==> config.mk <==
export PLATFORM = sky130hd
export DESIGN_NAME = bcd_score_ctrl
export DESIGN_NICKNAME = d
export VERILOG_FILES = /design/src/rtl/bcd_score_ctrl.sv
export SDC_FILE = /design/constraint.sdc
export NUM_CORES = 1
export LEC_CHECK = 0
export ABC_AREA = 0
export CORE_AREA = 2 2 86 108
export DETAILED_ROUTE_END_ITERATION = 7
export DIE_AREA = 0 0 88 110
export PLACE_DENSITY = 0.54
export RECOVER_POWER = 100
export SLEW_MARGIN = 25
export SYNTH_ARGS = -nofsm -noshare
export SYNTH_HDL_FRONTEND = slang
export SYNTH_SLANG_ARGS = --single-unit
==> constraint.sdc <==
create_clock -name Clk -period 4.8 [get_ports Clk]
set_clock_uncertainty 0.15 [all_clocks]
set_input_delay 1.44 -clock Clk [delete_from_list [all_inputs] [get_ports Clk]]
set_output_delay 1.44 -clock Clk [all_outputs]
set_load 0.05 [all_outputs]
==> src/rtl/bcd_score_ctrl.sv <==
// Round-robin score-add controller: adds the winner's packed-BCD addend into the score
// one digit per cycle through a single shared BCD digit adder, LSD first.

module bcd_adder (
  input  logic [3:0] in_a,
  input  logic [3:0] in_b,
  input  logic       cin,
  output logic [3:0] sum,
  output logic       cout
);
  logic [4:0] raw;

  always_comb begin
    raw  = {1'b0, in_a} + {1'b0, in_b} + {4'b0000, cin};
    sum  = raw[3:0];
    cout = 1'b0;
    if (raw > 5'd9) begin
      sum  = raw[3:0] + 4'd6;
      cout = 1'b1;
    end
  end
endmodule

module bcd_score_ctrl #(
  parameter int NREQ   = 2,
  parameter int DIGITS = 4,
  parameter bit SAT    = 1'b1
) (
  input  logic                     Clk,
  input  logic                     Reset_n,
  input  logic [NREQ-1:0]          req,
  input  logic [NREQ*4*DIGITS-1:0] add_val,
  output logic [NREQ-1:0]          ack,
  input  logic                     clear,
  output logic [4*DIGITS-1:0]      score,
  output logic                     busy,
  output logic                     overflow
);
  localparam int W  = 4 * DIGITS;
  localparam int GW = (NREQ > 1) ? $clog2(NREQ) : 1;
  localparam int IW = (DIGITS > 1) ? $clog2(DIGITS) : 1;

  typedef enum logic [1:0] {IDLE, LOAD, ADD, COMMIT} state_t;

  state_t          state, state_nxt;
  logic [GW-1:0]   rr, grant, pick;
  logic            found;
  logic [W-1:0]    opnd, opnd_sel, result;
  logic            carry;
  logic [IW-1:0]   idx;
  logic [3:0]      a_dig, b_raw, b_dig, s_dig;
  logic            c_out;
  int              j;

  // Scan from rr upward; iterating the offset downward lets the nearest requester win.
  always_comb begin
    pick  = rr;
    found = 1'b0;
    j     = 0;
    for (int k = NREQ - 1; k >= 0; k--) begin
      j = int'(rr) + k;
      if (j >= NREQ) j = j - NREQ;
      if (req[GW'(j)]) begin
        pick  = GW'(j);
        found = 1'b1;
      end
    end
  end

  always_comb begin
    opnd_sel = '0;
    for (int r = 0; r < NREQ; r++)
      if (grant == GW'(r)) opnd_sel = add_val[W*r +: W];
  end

  always_comb begin
    a_dig = '0;
    b_raw = '0;
    for (int d = 0; d < DIGITS; d++)
      if (idx == IW'(d)) begin
        a_dig = score[4*d +: 4];
        b_raw = opnd[4*d +: 4];
      end
    b_dig = (b_raw > 4'd9) ? 4'd9 : b_raw;
  end

  bcd_adder u_adder (
    .in_a (a_dig),
    .in_b (b_dig),
    .cin  (carry),
    .sum  (s_dig),
    .cout (c_out)
  );

  always_comb begin
    state_nxt = state;
    case (state)
      IDLE:    if (found) state_nxt = LOAD;
      LOAD:    state_nxt = ADD;
      ADD:     if (idx == IW'(DIGITS - 1)) state_nxt = COMMIT;
      COMMIT:  state_nxt = IDLE;
      default: state_nxt = IDLE;
    endcase
    if (clear) state_nxt = IDLE;
  end

  // A clear landing on the commit cycle aborts the add, so it must also swallow the ack.
  always_comb begin
    ack = '0;
    if (state == COMMIT && !clear)
      for (int r = 0; r < NREQ; r++)
        if (grant == GW'(r)) ack[r] = 1'b1;
  end

  assign busy = (state != IDLE);

  always_ff @(posedge Clk or negedge Reset_n) begin
    if (!Reset_n) begin
      state    <= IDLE;
      score    <= '0;
      overflow <= 1'b0;
      rr       <= '0;
      grant    <= '0;
      opnd     <= '0;
      result   <= '0;
      carry    <= 1'b0;
      idx      <= '0;
    end else begin
      state <= state_nxt;
      if (clear) begin
        score    <= '0;
        overflow <= 1'b0;
        carry    <= 1'b0;
        idx      <= '0;
      end else begin
        case (state)
          IDLE: if (found) grant <= pick;
          LOAD: begin
            opnd   <= opnd_sel;
            result <= '0;
            carry  <= 1'b0;
            idx    <= '0;
          end
          ADD: begin
            for (int d = 0; d < DIGITS; d++)
              if (idx == IW'(d)) result[4*d +: 4] <= s_dig;
            carry <= c_out;
            idx   <= idx + IW'(1);
          end
          COMMIT: begin
            if (carry) begin
              overflow <= 1'b1;
              score    <= SAT ? {DIGITS{4'h9}} : result;
            end else begin
              score <= result;
            end
            rr <= (grant == GW'(NREQ - 1)) ? '0 : grant + GW'(1);
          end
          default: ;
        endcase
      end
    end
  end
endmodule

==> results of run 1 <==
through the flow:
stage	power, uW	setup WS (ns)
2_1_floorplan	1340	0.723
3_3_place_gp	1580	0.431
3_5_place_dp	1610	0.290
4_1_cts	1880	0.274
5_1_grt	2000	0.0230
6_report	1850	0.329
worst paths after layout:
path	startpoint	endpoint	cells past startpoint
setup reg to reg	idx[0]$_DFFE_PN0P_	result[6]$_DFFE_PN0P_	16
max in group asynchronous	Reset_n	opnd[11]$_DFFE_PN0P_	2
hold / removal	opnd[11]$_DFFE_PN0P_	opnd[11]$_DFFE_PN0P_	2
hold reg to reg	opnd[11]$_DFFE_PN0P_	opnd[11]$_DFFE_PN0P_	2
setup / recovery	idx[0]$_DFFE_PN0P_	result[6]$_DFFE_PN0P_	16
min in group asynchronous	Reset_n	score[10]$_DFFE_PN0P_	1
per-layer routing:
metal | vias up | share of wire | track usage
li1 | 1171 | - | -
met1 | 1086 | 0.44 | 0.177
met2 | 47 | 0.52 | 0.273
met3 | 5 | 0.031 | 0.0268
met4 | 0 | 0.011 | 0.0363
met5 | - | 0 | 0
final cells by class:
cell class | instances | area (um^2)
Multi-Input combinational cell | 216 | 1420
Fill cell | 884 | 4890
Clock inverter | 3 | 21.3
Clock buffer | 5 | 68.8
Sequential cell | 56 | 1400
Tap cell | 120 | 150
Timing Repair Buffer | 64 | 588
Inverter | 18 | 67.6
layout by cell type, fill, tap and decap left out, types with 5 or more instances in the layout:
master,synthesis,final
dfrtp_1,56,56
nand2_1,35,35
clkdlybuf4s50_1,0,33
nor2_1,30,30
a21oi_1,23,23
o21ai_0,19,19
dlygate4sd3_1,0,19
inv_1,18,18
o22ai_1,18,18
mux2i_1,17,17
nor2b_1,15,15
ha_1,13,13
mux2_2,9,9
a221oi_1,6,6
nor3_1,6,6
clkbuf_1,15,6
buf_4,0,6
clkbuf_8,0,5
cells by family after synthesis:
kind of cell / count (synthesis)
fa+ha+maj: 15
buf+inv: 37
flops: 56
simple gates: 94
xor+xnor: 2
compound gates: 79
mux: 26
worst max-delay path, stage by stage, from the launching register on:
cell,delay (ns)
dfrtp_1,0.39
inv_1,0.10
ha_1,0.25
nor2b_1,0.20
a221oi_1,0.34
o31a_1,0.19
nand2_1,0.05
a221oi_1,0.35
fa_1,0.28
inv_1,0.06
fa_1,0.39
xnor2_1,0.18
ha_1,0.24
a22o_1,0.26
or3_1,0.43
a221oi_4,0.36
mux2_2,0.21
repair_timing:
action	in CTS	in global routing
setup endpoints to repair	0	4
endpoints found under the hold margin	0	0
resized for setup	0	1
flip-flops by register name (all words and copies together), names as in the netlist:
name	flops
carry	1
grant	1
idx	2
opnd	16
overflow	1
result	16
rr	1
score	16
state	2
power groups by stage:
stage                     sequential, uW  clock, uW  combinational [uW]
after floorplan                      725          0                 616
after global placement               736          0                 844
after detailed placement             741          0                 871
after CTS                            731        275                 875
after global routing                 752        288                 965
final                                726        265                 864
==> metrics.md, run 1 <==
| Metric | Value |
|---|---|
| Slew HR | `-0.308` |
| Simple-gate share of the synthesized area | `0.145` |
| Cts hold-fix bufs | `0` |
| Final WL | `6600 um` |
| Dpl hpwl | `4990 um` |
| Run status | `finished, violations left` |
| Largest net degree at the start of global routing | `38` |
| Die area | `9680 um^2` |
| Total track usage | `0.148` |
| Area leader, netlist | `dfrtp_1` |
| Fin area | `3720 um^2` |
| CTS Buf Count | `5` |
| Synth Area in XOR/XNOR | `0.00593` |
| Share of flip-flops with an asynchronous set or reset | `1.00` |
| Clk sink count | `56` |
| First-pass GRT wire length | `11,100 um` |
| Crit end category | `flop` |
| Post-synth EDFFs | `0` |
| Yosys warning count | `0` |
| Failing checks | `max-capacitance violations, max-slew violations` |
| Comb pwr share | `0.466` |
| Synth unique cells | `34` |
| Remaining antenna violation count | `0` |
| Total congestion overflow | `0` |
| GP Congestion | `0.769` |
| Sequential share of the synthesized area | `0.475` |
| Syn_area_per_cell | `9.55 um^2` |
| Avg WL per Cell | `13.7 um` |
| Dominant cells by area after synthesis | `dfrtp_1 (47%), mux2i_1 (5.8%), ha_1 (5.5%)` |
| Adder-cell share of the synthesized area | `0.0687` |
| Maximum VDD drop | `0.000255 V` |
| Mux share of post-synthesis cell area | `0.0920` |
| Final setup violation count | `0` |
| Clock power share | `0.143` |
| Switching share of power | `0.408` |
| Initial Util | `0.343` |
| CTS tree | `done` |
| Post-synthesis cell area | `2950 um^2` |
| Root Buffer | `clkbuf_8` |
| H-tree depth | `2` |
| Max-cap violation count | `1` |
| Period utilization | `0.931` |
| DRT Pass-1 Iters | `4` |
| Worst min path class | `reg -> reg` |
| Final min period | `4.47 ns` |
| Worst EP arrival | `4.58 ns` |
| Hold Vio Cnt, Final | `0` |
| Worst Path Max Fanout | `4` |
| Vias in the first global route | `2,283` |
| Sequential share of power | `0.391` |
| Pleak | `0.00169 uW` |
| Die Ht | `110 um` |
| RSZ-0062 raised after global routing | `false` |
| Ports | `57` |
| Postcts setup bufs | `0` |
| Drt drc | `0` |
| Ratio of cells with drive above 1 in the final layout | `0.0801` |
| Hold Slack | `0.338 ns` |
| Power Density | `499 nW/um^2` |
| Final nets | `413` |
| Placed Area | `3660 um^2` |
| Vias | `2,309` |
| Port Buffer Count | `55` |
| Sw power | `757 uW` |
| Post-synth top cells | `dfrtp_1 (56), nand2_1 (35), nor2_1 (30)` |
| Final Non-Filler Cells | `482` |
| Clk Latency, worst-skew pair | `0.32 ns` |
| Largest family of logic cells by synthesized area | `compound AO/OA/AOI/OAI gates` |
| Worst Max-Slew Pin Slew | `1.96 ns` |
| Antenna violations before repair | `0` |
| Synth Area in Compound Gates | `0.167` |
| Gate Count Post-Synth | `309` |
| Core ar. | `8610 um^2` |
| Mapped Nets | `361` |
| Flop2flop setup slack | `0.33 ns` |
| Count leader, synth | `dfrtp_1` |
| Area fraction of the dominant cell type after synthesis | `0.475` |
| Crit path launch type | `flop` |
| TNS Setup | `0 ns` |
| Fmax | `0.224 GHz` |
| Area Growth Syn to Fin | `26.0%` |
| Pint | `1100 uW` |
| Register bit count reported by yosys | `56` |
| Die W | `88 um` |
| Layout Utilization | `0.432` |
| Via/cell ratio | `4.79` |
| Dpl cells | `474` |
| Max-slew violation count | `38` |
| Ant diodes | `0` |
| DR iter-0 viols | `77` |
| Num rows | `38` |
| Longest Clk Path Bufs | `2` |
| Critical path class | `reg -> reg` |
| CTS clk-pin slew, worst paths | `0.10 ns` |
| Worst EP required | `4.91 ns` |
| Synth Flop Type | `dfrtp_1` |
No activity file was read; power rests on OpenSTA's default activity.
==> run 2, diff against run 1 <==
--- a/config.mk
+++ b/config.mk
@@ -6,11 +6,11 @@
 export NUM_CORES = 1
 export LEC_CHECK = 0
 export ABC_AREA = 0
-export CORE_AREA = 2 2 86 108
+export CORE_AREA = 4 4 88 110
 export DETAILED_ROUTE_END_ITERATION = 7
-export DIE_AREA = 0 0 88 110
+export DIE_AREA = 0 0 92 114
 export PLACE_DENSITY = 0.54
-export RECOVER_POWER = 100
+export REMOVE_ABC_BUFFERS = 1
 export SLEW_MARGIN = 25
 export SYNTH_ARGS = -nofsm -noshare
 export SYNTH_HDL_FRONTEND = slang
==> run 2 against run 1 <==
Net effect:
- the run now ends clean
- maximum frequency increased by 0.20%
- first-iteration DRC count increased by 1.3%
- hold slack about the same
- total power increased by 2.0%
- die area increased by 8.3%
- utilization increased by 0.70 points
- final cell count increased by 0.21%
- clock power increased by 5%
- sequential power increased by 0.7%
- combinational power increased by 2%
- critical path type unchanged
==> metrics.md, run 2 (same netlist as run 1, synthesis figures left out) <==
| Metric | Value |
|---|---|
| Ports | `57 (unchanged)` |
| Run status | `finished, final reports clean` |
| Power Density | `498 nW/um^2 (-0.15%)` |
| Drt drc | `0 (unchanged)` |
| Longest Clk Path Bufs | `2 (unchanged)` |
| Area Growth Syn to Fin | `28.7%` |
| Postcts setup bufs | `0 (unchanged)` |
| Die area | `10,500 um^2 (+8.3%)` |
| Initial Util | `0.341 (-0.00188)` |
| DRT Pass-1 Iters | `4 (unchanged)` |
| Crit path launch type | `flop` |
| Final WL | `6760 um (+2.5%)` |
| CTS tree | `done` |
| Final setup violation count | `0 (unchanged)` |
| Final nets | `414 (+0.24%)` |
| Vias | `2,332 (+1.0%)` |
| Ant diodes | `0 (unchanged)` |
| Clock power share | `0.147 (+0.004)` |
| Total congestion overflow | `0 (unchanged)` |
| Max-slew violation count | `0 (-100%)` |
| Worst Path Max Fanout | `4 (unchanged)` |
| Switching share of power | `0.400 (-0.00838)` |
| CTS Buf Count | `5 (unchanged)` |
| Worst EP required | `4.91 ns (about the same)` |
| First-pass GRT wire length | `11,400 um (+3.1%)` |
| Avg WL per Cell | `14.0 um (+2.3%)` |
| Dpl hpwl | `5070 um (+1.7%)` |
| Pleak | `0.00166 uW (-1.4%)` |
| Worst EP arrival | `4.58 ns (about the same)` |
| Slew HR | `0.384 (+0.691)` |
| Sw power | `756 uW (about the same)` |
| Period utilization | `0.930 (-0.00182)` |
| Die W | `92 um (+4.5%)` |
| Clk Latency, worst-skew pair | `0.32 ns (about the same)` |
| Num rows | `38 (unchanged)` |
| Core ar. | `8650 um^2 (+0.55%)` |
| Remaining antenna violation count | `0 (unchanged)` |
| Via/cell ratio | `4.83 (+0.79%)` |
| Pint | `1140 uW (+3.5%)` |
| Fin area | `3800 um^2 (+2.2%)` |
| Total track usage | `0.137 (-0.0111)` |
| Commonest non-fill, non-tap cell in the layout | `dfrtp_1` |
| Port Buffer Count | `55 (unchanged)` |
| RSZ-0062 raised after global routing | `false` |
| GP Congestion | `0.830 (+7.9%)` |
| Worst Max-Slew Pin Slew | `0.924 ns (-1.04 ns)` |
| H-tree depth | `2 (unchanged)` |
| Hold Vio Cnt, Final | `0 (unchanged)` |
| Commonest non-fill, non-tap cells in the layout | `dfrtp_1 (56), clkdlybuf4s50_1 (52), nand2_1 (35)` |
| Die Ht | `114 um (+3.6%)` |
| Critical path class | `reg -> reg` |
| CTS clk-pin slew, worst paths | `0.10 ns (about the same)` |
| Root Buffer | `clkbuf_8` |
| TNS Setup | `0 ns (unchanged)` |
| Regs by FF count | `opnd: 16 flops, result: 16 flops, score: 16 flops` |
| Crit end category | `flop` |
| Max-cap violation count | `0 (-1)` |
| Placed Area | `3660 um^2 (unchanged)` |
| Largest net degree at the start of global routing | `41 (+7.9%)` |
| Vias in the first global route | `2,348 (+2.8%)` |
| Number of fill cells | `910 (+2.9%)` |
| Worst min path class | `reg -> reg` |
| Sequential share of power | `0.386 (-0.005)` |
| Final min period | `4.46 ns (-0.00874 ns)` |
| Clk sink count | `56 (unchanged)` |
| Maximum VDD drop | `0.000207 V (-19%)` |
| Comb pwr share | `0.466 (about the same)` |
| Ratio of cells with drive above 1 in the final layout | `0.105 (+0.0246)` |
| Fmax | `0.224 GHz (+0.20%)` |
| Antenna violations before repair | `0 (unchanged)` |
| DR iter-0 viols | `78 (+1.3%)` |
## run 2: changes by cell type in the layout (fill, tap and decap cells not counted), sizes merged
cell	delta
clkdlybuf4s50	+19
dlygate4sd3	-19
buf	+7
clkbuf	-5
clkinv	-1
clkinvlp	+1
inv	-1
## run 2: repair_timing
item                       4_1_cts  5_1_grt
hold buffers                     0        0
resized for setup                0        3
setup endpoints to repair        0        4
## run 2: area by class of cell
type	count	area, um^2	area share
clock buffers	6	82.6	0.0217
clock inverters	2	15.0	0.00395
inverters	18	67.6	0.0178
multi-input cells	216	1430	0.376
flip-flops and latches	56	1400	0.369
well taps	120	150	0.0395
repair buffers	65	653	0.172
## run 2: final timing paths
path | startpoint | endpoint | slack [ns] | cells after the start
setup / recovery | idx[0]$_DFFE_PN0P_ | result[10]$_DFFE_PN0P_ | 0.34 | 17
hold / removal | rr$_DFFE_PN0P_ | rr$_DFFE_PN0P_ | 0.34 | 1
setup reg to reg | idx[0]$_DFFE_PN0P_ | result[10]$_DFFE_PN0P_ | 0.34 | 17
hold reg to reg | rr$_DFFE_PN0P_ | rr$_DFFE_PN0P_ | 0.34 | 1
max in group asynchronous | Reset_n | result[12]$_DFFE_PN0P_ | 2.91 | 3
min in group asynchronous | Reset_n | score[0]$_DFFE_PN0P_ | 0.83 | 1
## run 2: metrics by stage
step	cells	worst slack [ns]	utilization	hold slack (ns)	power (uW)
2_1_floorplan	290	0.775	-	0.294	1330
3_3_place_gp	474	0.379	0.423	0.311	1570
3_5_place_dp	474	0.278	0.423	0.317	1600
4_1_cts	482	0.224	0.435	0.341	1880
5_1_grt	483	0.0202	0.439	0.359	2050
6_report	483	0.338	0.439	0.338	1890
## run 2: routing by layer
layer,part of all wire,GRT usage,vias to the layer above
li1,-,-,1165
met1,0.42,0.161,1102
met2,0.52,0.250,57
met3,0.047,0.0284,8
met4,0.013,0.0416,0
met5,0,0,-
## run 2: power groups by stage
| stage | logic (uW) | registers (uW) | clock network [uW] |
|---|---|---|---|
| floorplan | 576 | 749 | 0 |
| global placement | 835 | 738 | 0 |
| detailed placement | 858 | 743 | 0 |
| CTS | 860 | 734 | 290 |
| global route | 983 | 754 | 309 |
| finish | 883 | 731 | 278 |
## run 2: worst max-delay path, stage by stage (launching register included)
cell      delay [ns]
dfrtp_1         0.40
inv_1           0.10
ha_1            0.24
nor2b_1         0.19
buf_4           0.16
a221oi_1        0.25
o31a_1          0.20
nand2_1         0.07
a221oi_2        0.27
fa_2            0.25
inv_1           0.05
fa_1            0.40
xnor2_1         0.18
ha_1            0.25
a22o_1          0.25
or3_1           0.43
a221oi_4        0.35
mux2_2          0.21
==> run 3, diff against run 2 <==
--- a/config.mk
+++ b/config.mk
@@ -7,6 +7,7 @@
 export LEC_CHECK = 0
 export ABC_AREA = 0
 export CORE_AREA = 4 4 88 110
+export CTS_BUF_LIST = sky130_fd_sc_hd__clkbuf_4 sky130_fd_sc_hd__clkbuf_8
 export DETAILED_ROUTE_END_ITERATION = 7
 export DIE_AREA = 0 0 92 114
 export PLACE_DENSITY = 0.54
@@ -15,3 +16,4 @@
 export SYNTH_ARGS = -nofsm -noshare
 export SYNTH_HDL_FRONTEND = slang
 export SYNTH_SLANG_ARGS = --single-unit
+export TNS_END_PERCENT = 5
==> results of run 3 <==
The final DEF is identical to that of run 2; final timing and power are the same.
